<file path="src/rtl/qif_spike_monitor_if.sv">
// Result record port of the QIF spike monitor: one windowed measurement per
// valid/ready transfer.
interface qif_spike_monitor_if #(
    parameter int unsigned CNT_W = 8,
    parameter int unsigned ISI_W = 12
);
    logic             res_valid;
    logic             res_ready;
    logic [CNT_W-1:0] res_count;
    logic [ISI_W-1:0] res_isi_min;
    logic [7:0]       res_vpeak;

    modport master (
        output res_valid, res_count, res_isi_min, res_vpeak,
        input  res_ready
    );

    modport slave (
        input  res_valid, res_count, res_isi_min, res_vpeak,
        output res_ready
    );
endinterface

</file>
<file path="src/rtl/qif_spike_monitor.sv">
// Windowed observer for the QIF neuron: per fixed-length window it measures the
// spike count, the minimum inter-spike interval and the peak membrane voltage.
module qif_spike_monitor #(
    parameter int unsigned WIN_W = 16,
    parameter int unsigned CNT_W = 8,
    parameter int unsigned ISI_W = 12
) (
    input  logic                       clk,
    input  logic                       rst_n,
    input  logic                       en,
    input  logic [WIN_W-1:0]           win_len,
    input  logic                       spike_in,
    input  logic [7:0]                 v_in,
    qif_spike_monitor_if.master        res,
    output logic                       ovf,
    output logic                       busy
);
    typedef enum logic [0:0] {StIdle, StRun} state_e;

    state_e           state_q, state_d;
    logic [WIN_W-1:0] k_q, k_d, len_q, len_d, len_eff;
    logic             spike_prev_q;
    logic [CNT_W-1:0] cnt_q, cnt_d, cnt_cur;
    logic [7:0]       vpeak_q, vpeak_d, vpeak_cur;
    logic [ISI_W-1:0] isi_cnt_q, isi_cnt_d, isi_min_q, isi_min_d, isi_min_cur;
    logic             have_q, have_d, have_cur;
    logic             res_valid_q, res_valid_d;
    logic [CNT_W-1:0] res_count_q;
    logic [ISI_W-1:0] res_isi_min_q;
    logic [7:0]       res_vpeak_q;
    logic             ovf_q, ovf_d;
    logic             spk_edge, first, last, sample, win_done, load;

    always_comb begin
        state_d = state_q;
        case (state_q)
            StIdle:  if (en)  state_d = StRun;
            StRun:   if (!en) state_d = StIdle;
            default: state_d = StIdle;
        endcase
    end

    always_comb begin
        spk_edge = spike_in & ~spike_prev_q;
        sample   = (state_q == StRun) && en;
        first    = (k_q == '0);
        // Window length is taken live on k=0 and held from then on.
        len_eff  = len_q;
        if (first) len_eff = (win_len == '0) ? WIN_W'(1) : win_len;
        last     = (k_q == len_eff - WIN_W'(1));
        win_done = sample && last;

        // k=0 folds in fresh accumulators so windows run back-to-back.
        cnt_cur     = first ? '0   : cnt_q;
        vpeak_cur   = first ? 8'h0 : vpeak_q;
        isi_min_cur = first ? '1   : isi_min_q;
        have_cur    = first ? 1'b0 : have_q;

        cnt_d = cnt_cur;
        if (spk_edge && (cnt_cur != '1)) cnt_d = cnt_cur + CNT_W'(1);
        vpeak_d = (v_in > vpeak_cur) ? v_in : vpeak_cur;

        if (spk_edge)                isi_cnt_d = ISI_W'(1);
        else if (isi_cnt_q != '1)    isi_cnt_d = isi_cnt_q + ISI_W'(1);
        else                         isi_cnt_d = isi_cnt_q;

        isi_min_d = isi_min_cur;
        if (spk_edge && have_cur && (isi_cnt_q < isi_min_cur)) isi_min_d = isi_cnt_q;
        have_d = have_cur | spk_edge;

        k_d = '0;
        if (sample && !last) k_d = k_q + WIN_W'(1);
        len_d = sample ? len_eff : len_q;

        load        = win_done && (!res_valid_q || res.res_ready);
        res_valid_d = res_valid_q;
        if (load)                             res_valid_d = 1'b1;
        else if (res_valid_q && res.res_ready) res_valid_d = 1'b0;
        ovf_d = ovf_q | (win_done && res_valid_q && !res.res_ready);
    end

    always_ff @(posedge clk) begin
        if (rst_n) begin
            state_q       <= StIdle;
            k_q           <= '0;
            len_q         <= '0;
            spike_prev_q  <= 1'b0;
            cnt_q         <= '0;
            vpeak_q       <= '0;
            isi_cnt_q     <= '0;
            isi_min_q     <= '0;
            have_q        <= 1'b0;
            res_valid_q   <= 1'b0;
            res_count_q   <= '0;
            res_isi_min_q <= '0;
            res_vpeak_q   <= '0;
            ovf_q         <= 1'b0;
        end else begin
            state_q      <= state_d;
            k_q          <= k_d;
            len_q        <= len_d;
            spike_prev_q <= spike_in;
            if (sample) begin
                cnt_q     <= cnt_d;
                vpeak_q   <= vpeak_d;
                isi_cnt_q <= isi_cnt_d;
                isi_min_q <= isi_min_d;
                have_q    <= have_d;
            end
            res_valid_q <= res_valid_d;
            if (load) begin
                res_count_q   <= cnt_d;
                res_isi_min_q <= isi_min_d;
                res_vpeak_q   <= vpeak_d;
            end
            ovf_q <= ovf_d;
        end
    end

    assign res.res_valid   = res_valid_q;
    assign res.res_count   = res_count_q;
    assign res.res_isi_min = res_isi_min_q;
    assign res.res_vpeak   = res_vpeak_q;
    assign ovf             = ovf_q;
    assign busy            = (state_q == StRun);
endmodule
</file>
<file path="src/flat_wrapper.sv">
// flat-port wrapper written by rule: the top's interface ports become plain ports
module qif_spike_monitor_flat 
#(
    parameter int unsigned WIN_W = 16,
    parameter int unsigned CNT_W = 8,
    parameter int unsigned ISI_W = 12
)
  (clk, rst_n, en, win_len, spike_in, v_in, ovf, busy, res_res_valid, res_res_count, res_res_isi_min, res_res_vpeak, res_res_ready);
  qif_spike_monitor_if #(.CNT_W(CNT_W), .ISI_W(ISI_W)) res_i ();
  input  logic clk;
  input  logic rst_n;
  input  logic en;
  input  logic [WIN_W-1:0] win_len;
  input  logic spike_in;
  input  logic [7:0] v_in;
  output logic ovf;
  output logic busy;
  output wire logic [$bits(res_i.res_valid)-1:0] res_res_valid;
  output wire logic [$bits(res_i.res_count)-1:0] res_res_count;
  output wire logic [$bits(res_i.res_isi_min)-1:0] res_res_isi_min;
  output wire logic [$bits(res_i.res_vpeak)-1:0] res_res_vpeak;
  input wire logic [$bits(res_i.res_ready)-1:0] res_res_ready;
  assign res_res_valid = res_i.res_valid;
  assign res_res_count = res_i.res_count;
  assign res_res_isi_min = res_i.res_isi_min;
  assign res_res_vpeak = res_i.res_vpeak;
  assign res_i.res_ready = res_res_ready;
  qif_spike_monitor #(.WIN_W(WIN_W), .CNT_W(CNT_W), .ISI_W(ISI_W)) u_core (.clk(clk), .rst_n(rst_n), .en(en), .win_len(win_len), .spike_in(spike_in), .v_in(v_in), .res(res_i), .ovf(ovf), .busy(busy));
endmodule
</file>
<file path="config.mk">
export PLATFORM = sky130hd
export DESIGN_NAME = qif_spike_monitor_flat
export DESIGN_NICKNAME = d
export VERILOG_FILES = /design/src/rtl/qif_spike_monitor_if.sv /design/src/rtl/qif_spike_monitor.sv /design/src/flat_wrapper.sv
export SDC_FILE = /design/constraint.sdc
export NUM_CORES = 1
export LEC_CHECK = 0
export ABC_AREA = 0
export CELL_PAD_IN_SITES_DETAIL_PLACEMENT = 2
export CELL_PAD_IN_SITES_GLOBAL_PLACEMENT = 2
export CORE_AREA = 2 2 133 135
export CTS_CLUSTER_DIAMETER = 200
export DETAILED_ROUTE_END_ITERATION = 6
export DIE_AREA = 0 0 135 137
export PLACE_DENSITY_LB_ADDON = 0.12
export REMOVE_ABC_BUFFERS = 1
export SYNTH_ARGS = -nofsm -noshare
export SYNTH_HDL_FRONTEND = slang
export SYNTH_SLANG_ARGS = --single-unit
</file>
<file path="constraint.sdc">
create_clock -name clk -period 8.93 [get_ports clk]
set_input_delay 1.786 -clock clk [delete_from_list [all_inputs] [get_ports clk]]
set_output_delay 1.786 -clock clk [all_outputs]
set_load 0.005 [all_outputs]
</file>
==> results by group <==
Clock tree
  – H-tree levels: 3
  – Clock Latency Late Sink: roughly 360 ps
  – CTS clk-pin slew, worst paths: approximately 70 ps
  – CTS tree: built
  – Number of gates resized after cts: 0
  – TritonCTS Buffers: 9
  – Clock Path Buffers: 2
  – Hold_buf cts: 0
  – Clock sink count: approximately 110
  – Post-CTS Setup Bufs: 0
  – Root buffer cell: clkbuf_16

Routing
  – Post-route ant nets: 0
  – Vias per cell: 5.78
  – Average wire per standard cell: about 21 µm
  – DRT Pass-1 Iters: 4
  – Total wire length: ~21,000 µm
  – Vias: around 6,000
  – Initial drt markers: roughly 270
  – # DRC: 0

Setup path
  – Crit. End Element: register
  – CP max FO: 18
  – CP Data Arrival Time: a little under 7000 ps
  – Startpoint types: input port
  – Critical path required time: between 9000 and 10,000 ps
  – Crit Path Class: input port to register

GRT
  – Met2 GRT Util: 44.8%
  – Global routing usage on met1: between 20% and 30%
  – GR Util All Layers: 23.4%
  – Global route hottest layer: met2
  – Largest net degree at the start of global routing: 52
  – Initial antenna violation count: 0
  – Vias in the first global route: ~6,500
  – Global-route wire length before repair: roughly 34,000 µm
  – Gr ovfl total: 0
  – Met3 GRT Util: 2.93%

STA
  – Final period util: 73.3%
  – Finish-stage setup viols: 0
  – Setup_tns: 0 ps
  – Slew Limit Fails: 0
  – Final hold vios: 0
  – Fmax: around 0.15 GHz
  – Slew margin rel.: 10.1%
  – Tightest Pin Transition: around 1300 ps
  – Final hold slack: ~460 ps
  – RSZ-0062 raised after global routing: no
  – Setup Skew: 15.8 ps
  – Final min period: approximately 6500 ps

Power and ir drop
  – Sw Ratio: 25.0%
  – Gate power share: between 10 and 15%
  – LEAKAGE: 2.68 nW
  – Cell Pwr Density: 145 nW/µm²
  – Clock power share: 43.3%
  – Largest vdd supply drop: 0.0000883 V
  – Cell-internal power: between 0.0007 and 0.0008 W
  – Reg power frac: between 40% and 50%
  – Switch Pwr: roughly 0.00026 W

Die
  – Die area: about 18,000 µm²
  – I/O pin total: 60
  – Die extent in y: between 100 and 150 µm
  – Initial Utilization: between 30% and 40%
  – Row cnt: 48
  – Die X: 135 µm
  – Core ar.: 17,100 µm²

Worst hold path
  – Hold WC Path Type: register to register

Status
  – Outcome: completed

Yosys
  – #FFs+latches synth: between 100 and 150
  – Distinct cells, synth: 63
  – Sequential fraction of the synthesis area: between 30% and 40%
  – Area share of the largest cell type after synthesis: about a third
  – Number of flops mapped to enable cells by yosys: 0
  – Top post-synthesis cells by area: dfxtp_1 (34%), nand2_1 (6.1%), mux2i_1 (5.6%)
  – Syn_area_per_cell: approximately 8.2 µm²
  – Asr flop ratio synth: 0%
  – Syn Inst Count: approximately 770
  – Synth top cells by count: dfxtp_1 (105), nand2_1 (101), a21oi_1 (55)
  – Post-synth top area cell: dfxtp_1
  – Count leader, synth: dfxtp_1
  – Post-synthesis cell area: between 6000 and 7000 µm²
  – Ys Warns: 0
  – Ys flop type: dfxtp_1

Placed design
  – Hpwl dp: 15,100 µm
  – Gpl congestion: around 0.92
  – Port Buffers: 59

Finish
  – Layout cells sized above 1: between 6 and 7%
  – Diode count: 0
  – # fillers: ~1,900
  – Area Growth Syn to Fin: 16.6%
  – Final nets: 842
  – Post-layout util: between 40% and 50%
  – Area of the multi-input gates: about 3900 µm²
  – Reg area: ~2100 µm²

Flow run
  – Max Cap Viol: 0
==> routing by layer <==
metal	wire length (µm)	up-vias
li1	-	2808
met5	0	-
met4	463	0
met3	506	26
met1	8870	2960
met2	11200	94
==> layout make-up <==
cell class	count	area share, %
clock buffer	13	3.71
clock inverter	3	0.945
inverter	15	0.773
multi-input combinational	593	53.2
sequential	105	28.9
tap	225	3.86
timing repair buffer	65	8.66
==> stage by stage <==
step | area, µm² | std cells | setup WS [ps] | power (W)
2_1_floorplan | 6010 | 713 | 3120 | 0.000558
3_3_place_gp | 6950 | 1003 | 2200 | 0.000603
3_5_place_dp | 6950 | 1003 | 2020 | 0.000609
4_1_cts | 7290 | 1019 | 2400 | 0.00107
5_1_grt | 7290 | 1019 | 1960 | 0.00110
6_report | 7290 | 1019 | 2390 | 0.00106
==> cells by family after synthesis <==
logic type	synth area share [%]
XOR/XNOR	7.43
multiplexers	6.57
buffers and inverters	4.78
AO/OA/AOI/OAI	16.8
AND/OR/NAND/NOR	26.0
flip-flops	33.6
adder cells (fa/ha/maj)	4.80
==> worst max-delay path: stages <==
cell and delay [ps]:
clkdlybuf4s50_1 520, or4_1 640, or4_1 550, o31ai_1 330
mux2i_1 180, ha_1 380, nor3b_1 250, xnor2_1 150
mux2i_1 190, xnor2_1 110, nor4b_1 320, nand4_1 200
nor4b_4 930, a32o_1 290
==> flip-flops by register name, summed over array words and instances, names as in the netlist <==
register / cells
u_core.vpeak_q: 8
u_core.isi_cnt_q: 12
u_core.spike_prev_q: 1
u_core.ovf: 1
u_core.k_q: 16
u_core.res.res_count: 8
u_core.res.res_valid: 1
u_core.isi_min_q: 12
u_core.cnt_q: 8
u_core.res.res_isi_min: 12
u_core.have_q: 1
u_core.len_q: 16
u_core.busy: 1
u_core.res.res_vpeak: 8
==> power groups by stage <==
stage          clock [W]  sequential (W)  combinational [W]
5_1_grt         0.000490        0.000485           0.000126
6_report        0.000458        0.000484           0.000115
2_1_floorplan          0        0.000491          0.0000665
3_5_place_dp           0        0.000494           0.000115
3_3_place_gp           0        0.000494           0.000109
4_1_cts         0.000470        0.000483           0.000115
==> cell usage in the layout, fill, tap and decap left out, types with 17 or more instances in the layout <==
cell type / n
dfxtp_1: 105
nand2_1: 101
clkdlybuf4s50_1: 58
a21oi_1: 55
nor2_1: 51
o21ai_0: 38
mux2i_1: 35
nand3_1: 30
xnor2_1: 28
xor2_1: 25
nor3_1: 24
ha_1: 24
nand4_1: 17
==> final timing paths <==
path | from | to | slack, ps | depth (start not counted)
hold / removal | u_core.res.res_isi_min[4] | u_core.res.res_isi_min[4] | 460 | 2
setup / recovery | win_len[7] | u_core.ovf | 2390 | 14
hold reg to reg | u_core.res.res_isi_min[4] | u_core.res.res_isi_min[4] | 460 | 2
setup reg to reg | u_core.k_q[0] | u_core.res.res_isi_min[7] | 3080 | 14
Note: power is estimated with default switching activity, not from simulation.
==> variant 1 (same settings) <==
`CNT_W` is set to 8 in 3 places; all go to 7.
--- a/src/rtl/qif_spike_monitor_if.sv
+++ b/src/rtl/qif_spike_monitor_if.sv
@@ -1,7 +1,7 @@
 // Result record port of the QIF spike monitor: one windowed measurement per
 // valid/ready transfer.
 interface qif_spike_monitor_if #(
-    parameter int unsigned CNT_W = 8,
+    parameter int unsigned CNT_W = 7,
     parameter int unsigned ISI_W = 12
 );
     logic             res_valid;
--- a/src/rtl/qif_spike_monitor.sv
+++ b/src/rtl/qif_spike_monitor.sv
@@ -2,7 +2,7 @@
 // spike count, the minimum inter-spike interval and the peak membrane voltage.
 module qif_spike_monitor #(
     parameter int unsigned WIN_W = 16,
-    parameter int unsigned CNT_W = 8,
+    parameter int unsigned CNT_W = 7,
     parameter int unsigned ISI_W = 12
 ) (
     input  logic                       clk,
--- a/src/flat_wrapper.sv
+++ b/src/flat_wrapper.sv
@@ -2,7 +2,7 @@
 module qif_spike_monitor_flat 
 #(
     parameter int unsigned WIN_W = 16,
-    parameter int unsigned CNT_W = 8,
+    parameter int unsigned CNT_W = 7,
     parameter int unsigned ISI_W = 12
 )
   (clk, rst_n, en, win_len, spike_in, v_in, ovf, busy, res_res_valid, res_res_count, res_res_isi_min, res_res_vpeak, res_res_ready);
Interface: changed (resized res_res_count); port bits go from 60 to 59. No check against the original RTL was run, so the function may have changed too.
==> variant 1 against the unedited design <==
- die area unchanged
- routed wire length down 5.5%
- critical path depth unchanged
- cell area down 0.69%
- first-iteration DRC count down 10%
- largest cell class unchanged
- non-clock buffer count unchanged
- power down 6.9%
- largest power group unchanged
- sequential power down 2%
- core utilization down 0.29 points
- critical path type unchanged
- sequential cell count down 2
- area after synthesis down 0.14%
- worst setup slack worse by 0.50 ns
==> variant 1: results (changes against the unedited design) <==
Outcome: finished clean
I/O Buffers: 58 (-1.7%)
Layout Skew: 0.0102 ns (-0.00563 ns)
Biggest registers after layout: u_core.k_q (16), u_core.len_q (16)
Worst Min Path Start: u_core.res.res_isi_min[6]$_SDFFE_PP0P_
Root Buffer: clkbuf_16
Met2 Routed Length: 9660 um (-14%)
Reg2reg path depth: 16 (+2)
Primary FF master, synth: dfxtp_1
Hold Worst Slack: 0.480 ns (+0.0229 ns)
Critical path's largest stage delay: 1.14 ns (+0.21 ns)
Worst slew pin tran: 1.15 ns (-0.203 ns)
CTS max path bufs: 2 (unchanged)
# diodes: 0 (unchanged)
First-pass GRT wire length: 32400 um (-5.1%)
LEAKAGE: 2.79 nW (+3.9%)
Global Route Usage Sum: 0.222 (-0.0122)
Share of layout cells above drive strength 1: 0.0615 (-0.00399)
Inserted Clock Buffers: 9 (unchanged)
CTS clk-pin slew, worst paths: 0.07 ns (about the same)
R2r endpoint: u_core.res.res_vpeak[0]$_SDFFE_PP0P_
Commonest cells post-synth: dfxtp_1 (103), nor2_1 (96), nand2_1 (64), a21oi_1 (53), nor3_1 (39)
Met3 WL: 605 um (+20%)
Crit-path max FO: 27 (+9)
Max VDD drop: 0.0000908 V (+2.9%)
Synth warnings: 0 (unchanged)
DR vias/cell: 5.59 (-3.3%)
Seq/Total Area, Yosys: 0.330 (-0.00594)
Worst hold path endpoint: u_core.res.res_isi_min[6]$_SDFFE_PP0P_
Initial antenna violation count: 0 (unchanged)
Gpl congestion: 0.899 (-2.5%)
DP HPWL: 14600 um (-3.2%)
Fill count: 1903 (-0.26%)
Initial DRC count: 243 (-10%)
H-tree levels: 3 (unchanged)
Met1 wire length: 9300 um (+4.9%)
Largest net degree at the start of global routing: 73 (+40%)
DP Area: 6950 um^2 (about the same)
1st-pass router iterations: 4 (unchanged)
Final wirelength: 19900 um (-5.5%)
Area delta synth->final: 15.9%
Pre-CTS WS: 1.51 ns (-0.506 ns)
Critical path's slowest cell: or4_2
Synth cell types: 59 (-6.3%)
Gates resized, CTS repair: 0 (unchanged)
Fin nets: 862 (+2.4%)
Ranking of synthesized cells by area: dfxtp_1 (33%), nor2_1 (5.8%), xnor2_1 (5.2%)
Avg Inst Size Synth: 8.00 um^2 (-1.9%)
Reg-to-reg slack, setup: 2.81 ns (-0.27 ns)
Vias in the first global route: 6251 (-3.5%)
Setup bufs post-CTS: 0 (unchanged)
HP Class: reg -> reg
Finished Layout Cells: 1038 (+1.9%)
Hold Path Stages: 2 (unchanged)
-- variant 1: how the worst max path moves through the flow --
stage,depth (start not counted),end,slack (ns),startpoint
after CTS,14,u_core.res.res_vpeak[0]$_SDFFE_PP0P_,1.89,win_len[7]
final,14,u_core.res.res_vpeak[0]$_SDFFE_PP0P_,1.89,win_len[7]
after global placement,14,u_core.res.res_vpeak[1]$_SDFFE_PP0P_,1.79,win_len[5]
after global routing,14,u_core.res.res_vpeak[0]$_SDFFE_PP0P_,1.62,win_len[7]
after detailed placement,14,u_core.res.res_vpeak[0]$_SDFFE_PP0P_,1.51,win_len[7]
after floorplan,13,u_core.res.res_count[4]$_SDFFE_PP0P_,2.63,win_len[8]
-- variant 1: cell type report --
cell class,count,area share
inverter,19,0.00986
tap,225,0.0389
sequential,103,0.285
clock inverter,3,0.00363
clock buffer,12,0.0354
timing repair buffer,65,0.0872
multi-input combinational,611,0.540
-- variant 1: worst register-to-register path: cells and delay by family, from the launching register on --
| kind | cells | cell delay (ns) |
|---|---|---|
| adder cells (fa/ha/maj) | 2 | 0.43 |
| multiplexers | 1 | 0.47 |
| AND/OR/NAND/NOR | 9 | 3.83 |
| AO/OA/AOI/OAI | 2 | 0.53 |
| buffers and inverters | 2 | 0.38 |
| flip-flops | 1 | 0.38 |
-- variant 1: cell families after synthesis --
group	share of synthesized area
and+or+nand+nor	0.289
AOI/OAI and AO/OA	0.144
DFF	0.330
buffers and inverters	0.0447
xor gates and xnor gates	0.0688
muxes	0.0754
adders and majority gates	0.0481
-- variant 1: metal layers --
metal,up-vias,global-route usage
li1,2813,-
met2,78,0.394
met5,-,0
met4,0,0.0648
met1,2890,0.285
met3,18,0.0241
-- variant 1: power by group --
| part | switching (mW) | leakage, nW | internal [mW] |
|---|---|---|---|
| clock network | 0.189 | 0.133 | 0.206 |
| registers | 0.00711 | 0.833 | 0.466 |
| logic | 0.0685 | 1.82 | 0.0460 |
| total | 0.265 | 2.79 | 0.718 |
==> variant 2 (config.mk and constraints unchanged) <==
Made on the original files. Make the reset (`rst_n`) asynchronous in one clocked block.
--- a/src/rtl/qif_spike_monitor.sv
+++ b/src/rtl/qif_spike_monitor.sv
@@ -79,7 +79,7 @@
         ovf_d = ovf_q | (win_done && res_valid_q && !res.res_ready);
     end
 
-    always_ff @(posedge clk) begin
+    always_ff @(posedge clk or posedge rst_n) begin
         if (rst_n) begin
             state_q       <= StIdle;
             k_q           <= '0;
Check against the original RTL: differs if rst_n is asserted again (counterexample within 4 cycles, from zero or initial values and one cycle with rst_n high); with rst_n held inactive, the same outputs for 10 cycles.
==> variant 2 against the unedited design <==
- worst setup slack better by 0.42 ns
- sequential cell count did not move
- highest routed layer unchanged
- critical path depth is 1 higher
- power increased by 5.7%
- final cell count is 11% lower
- routed wire length fell by 14%
- cell area increased by 0.94%
- area after synthesis grew 1.0%
- clock power shrank 16%
==> variant 2: results (changes against the unedited design) <==
Share of layout cells above drive strength 1: 0.118 (+0.0522)
Gpl congestion: 0.809 (-12%)
Worst slew pin tran: 1.24 ns (-0.111 ns)
Commonest cells post-synth: dfrtp_1 (105), nor2_1 (60), nand2_1 (42), xor2_1 (29)
Largest net degree at the start of global routing: 58 (+12%)
Crit-path max FO: 28 (+10)
Fin nets: 729 (-13%)
Critical path's slowest cell: or4_1
Via count: 5037 (-14%)
Power Density: 152 nW/um^2 (+4.7%)
CTS clk-pin slew, worst paths: 0.08 ns
Seq/Total Area, Yosys: 0.416 (+0.0797)
Outcome: finished clean
Final wirelength: 18100 um (-14%)
Gate power share: 0.163 (+0.054)
CP Data Arrival Time: 6.36 ns (-0.47 ns)
Max VDD drop: 0.0000950 V (+7.5%)
Switching Fraction: 0.297 (+0.0479)
First-pass GRT wire length: 30400 um (-11%)
Ranking of synthesized cells by area: dfrtp_1 (42%), ha_1 (4.8%), mux2_2 (4.1%)
Critical path's largest stage delay: 0.66 ns (-0.27 ns)
DP HPWL: 13000 um (-14%)
1st-pass router iterations: 4 (unchanged)
Layout Skew: 0.00968 ns (-0.00614 ns)
Ys async rst share: 1.00 (+1.00)
Power Clock: 0.385 mW (-16%)
Vias in the first global route: 5736 (-11%)
LEAKAGE: 3.12 nW (+16%)
## variant 2: changes by cell type after synthesis, moves of 10 or more
cell / unedited run / this run
dfrtp_1: 0 / 105
dfxtp_1: 105 / 0
nand2_1: 101 / 42
a21oi_1: 55 / 23
clkbuf_1: 40 / 16
o21ai_0: 38 / 15
mux2_2: 4 / 23
mux2_4: 1 / 17
mux2i_1: 35 / 22
o221a_2: 12 / 0
o22a_1: 0 / 12
o211ai_1: 14 / 4
## variant 2: worst paths after layout
check,from,to,slack (ns),cells past startpoint
worst min register to register,u_core.isi_min_q[5]$_DFFE_PP0P_,u_core.isi_min_q[5]$_DFFE_PP0P_,0.49,1
worst max-delay path,win_len[9],u_core.res.res_vpeak[4]$_DFFE_PP0P_,2.81,15
min in group asynchronous,rst_n,u_core.res.res_vpeak[4]$_DFFE_PP0P_,1.88,2
worst max register to register,u_core.k_q[13]$_DFF_PP0_,u_core.res.res_vpeak[4]$_DFFE_PP0P_,4.11,14
worst min-delay path,u_core.isi_min_q[5]$_DFFE_PP0P_,u_core.isi_min_q[5]$_DFFE_PP0P_,0.49,1
max in group asynchronous,rst_n,u_core.isi_cnt_q[1]$_DFFE_PP0P_,5.82,3
## variant 2: cell type report
cell class,count,area [um^2]
Clock buffer,11,243
Clock inverter,4,28.8
Fill cell,1818,9700
Inverter,23,88.8
Multi-Input combinational cell,469,3430
Sequential cell,105,2630
Tap cell,225,282
Timing Repair Buffer,68,658
## variant 2: metal layers
layer	share of wire	GRT usage	vias up
met5	0	0	-
met4	0.017	0.0694	0
met3	0.018	0.0226	18
met2	0.53	0.393	64
met1	0.44	0.251	2606
li1	-	-	2349
## variant 2: cells by family after synthesis
| logic type | after synthesis | synth area share |
|---|---|---|
| adders and majority gates | 24 | 0.0475 |
| muxes | 62 | 0.116 |
| xor gates and xnor gates | 52 | 0.0721 |
| DFF | 105 | 0.416 |
| buffers and inverters | 54 | 0.0414 |
| AOI/OAI and AO/OA | 106 | 0.117 |
| and+or+nand+nor | 225 | 0.189 |
## variant 2: per-stage QoR
stage	setup slack [ns]	instances	utilization	area, um^2
final	2.81	905	0.431	7350
after global routing	2.54	905	0.431	7350
after CTS	2.76	905	0.431	7350
after detailed placement	2.41	890	0.415	7080
after global placement	2.61	890	0.415	7080
after floorplan	2.73	597	-	6140
## variant 2: worst max-delay path, delay by kind of cell
family / cells / cell delay (ns)
buffers and inverters: 2 / 0.99
AND/OR/NAND/NOR: 6 / 1.79
AO/OA/AOI/OAI: 5 / 1.09
multiplexers: 1 / 0.42
adder cells (fa/ha/maj): 1 / 0.28
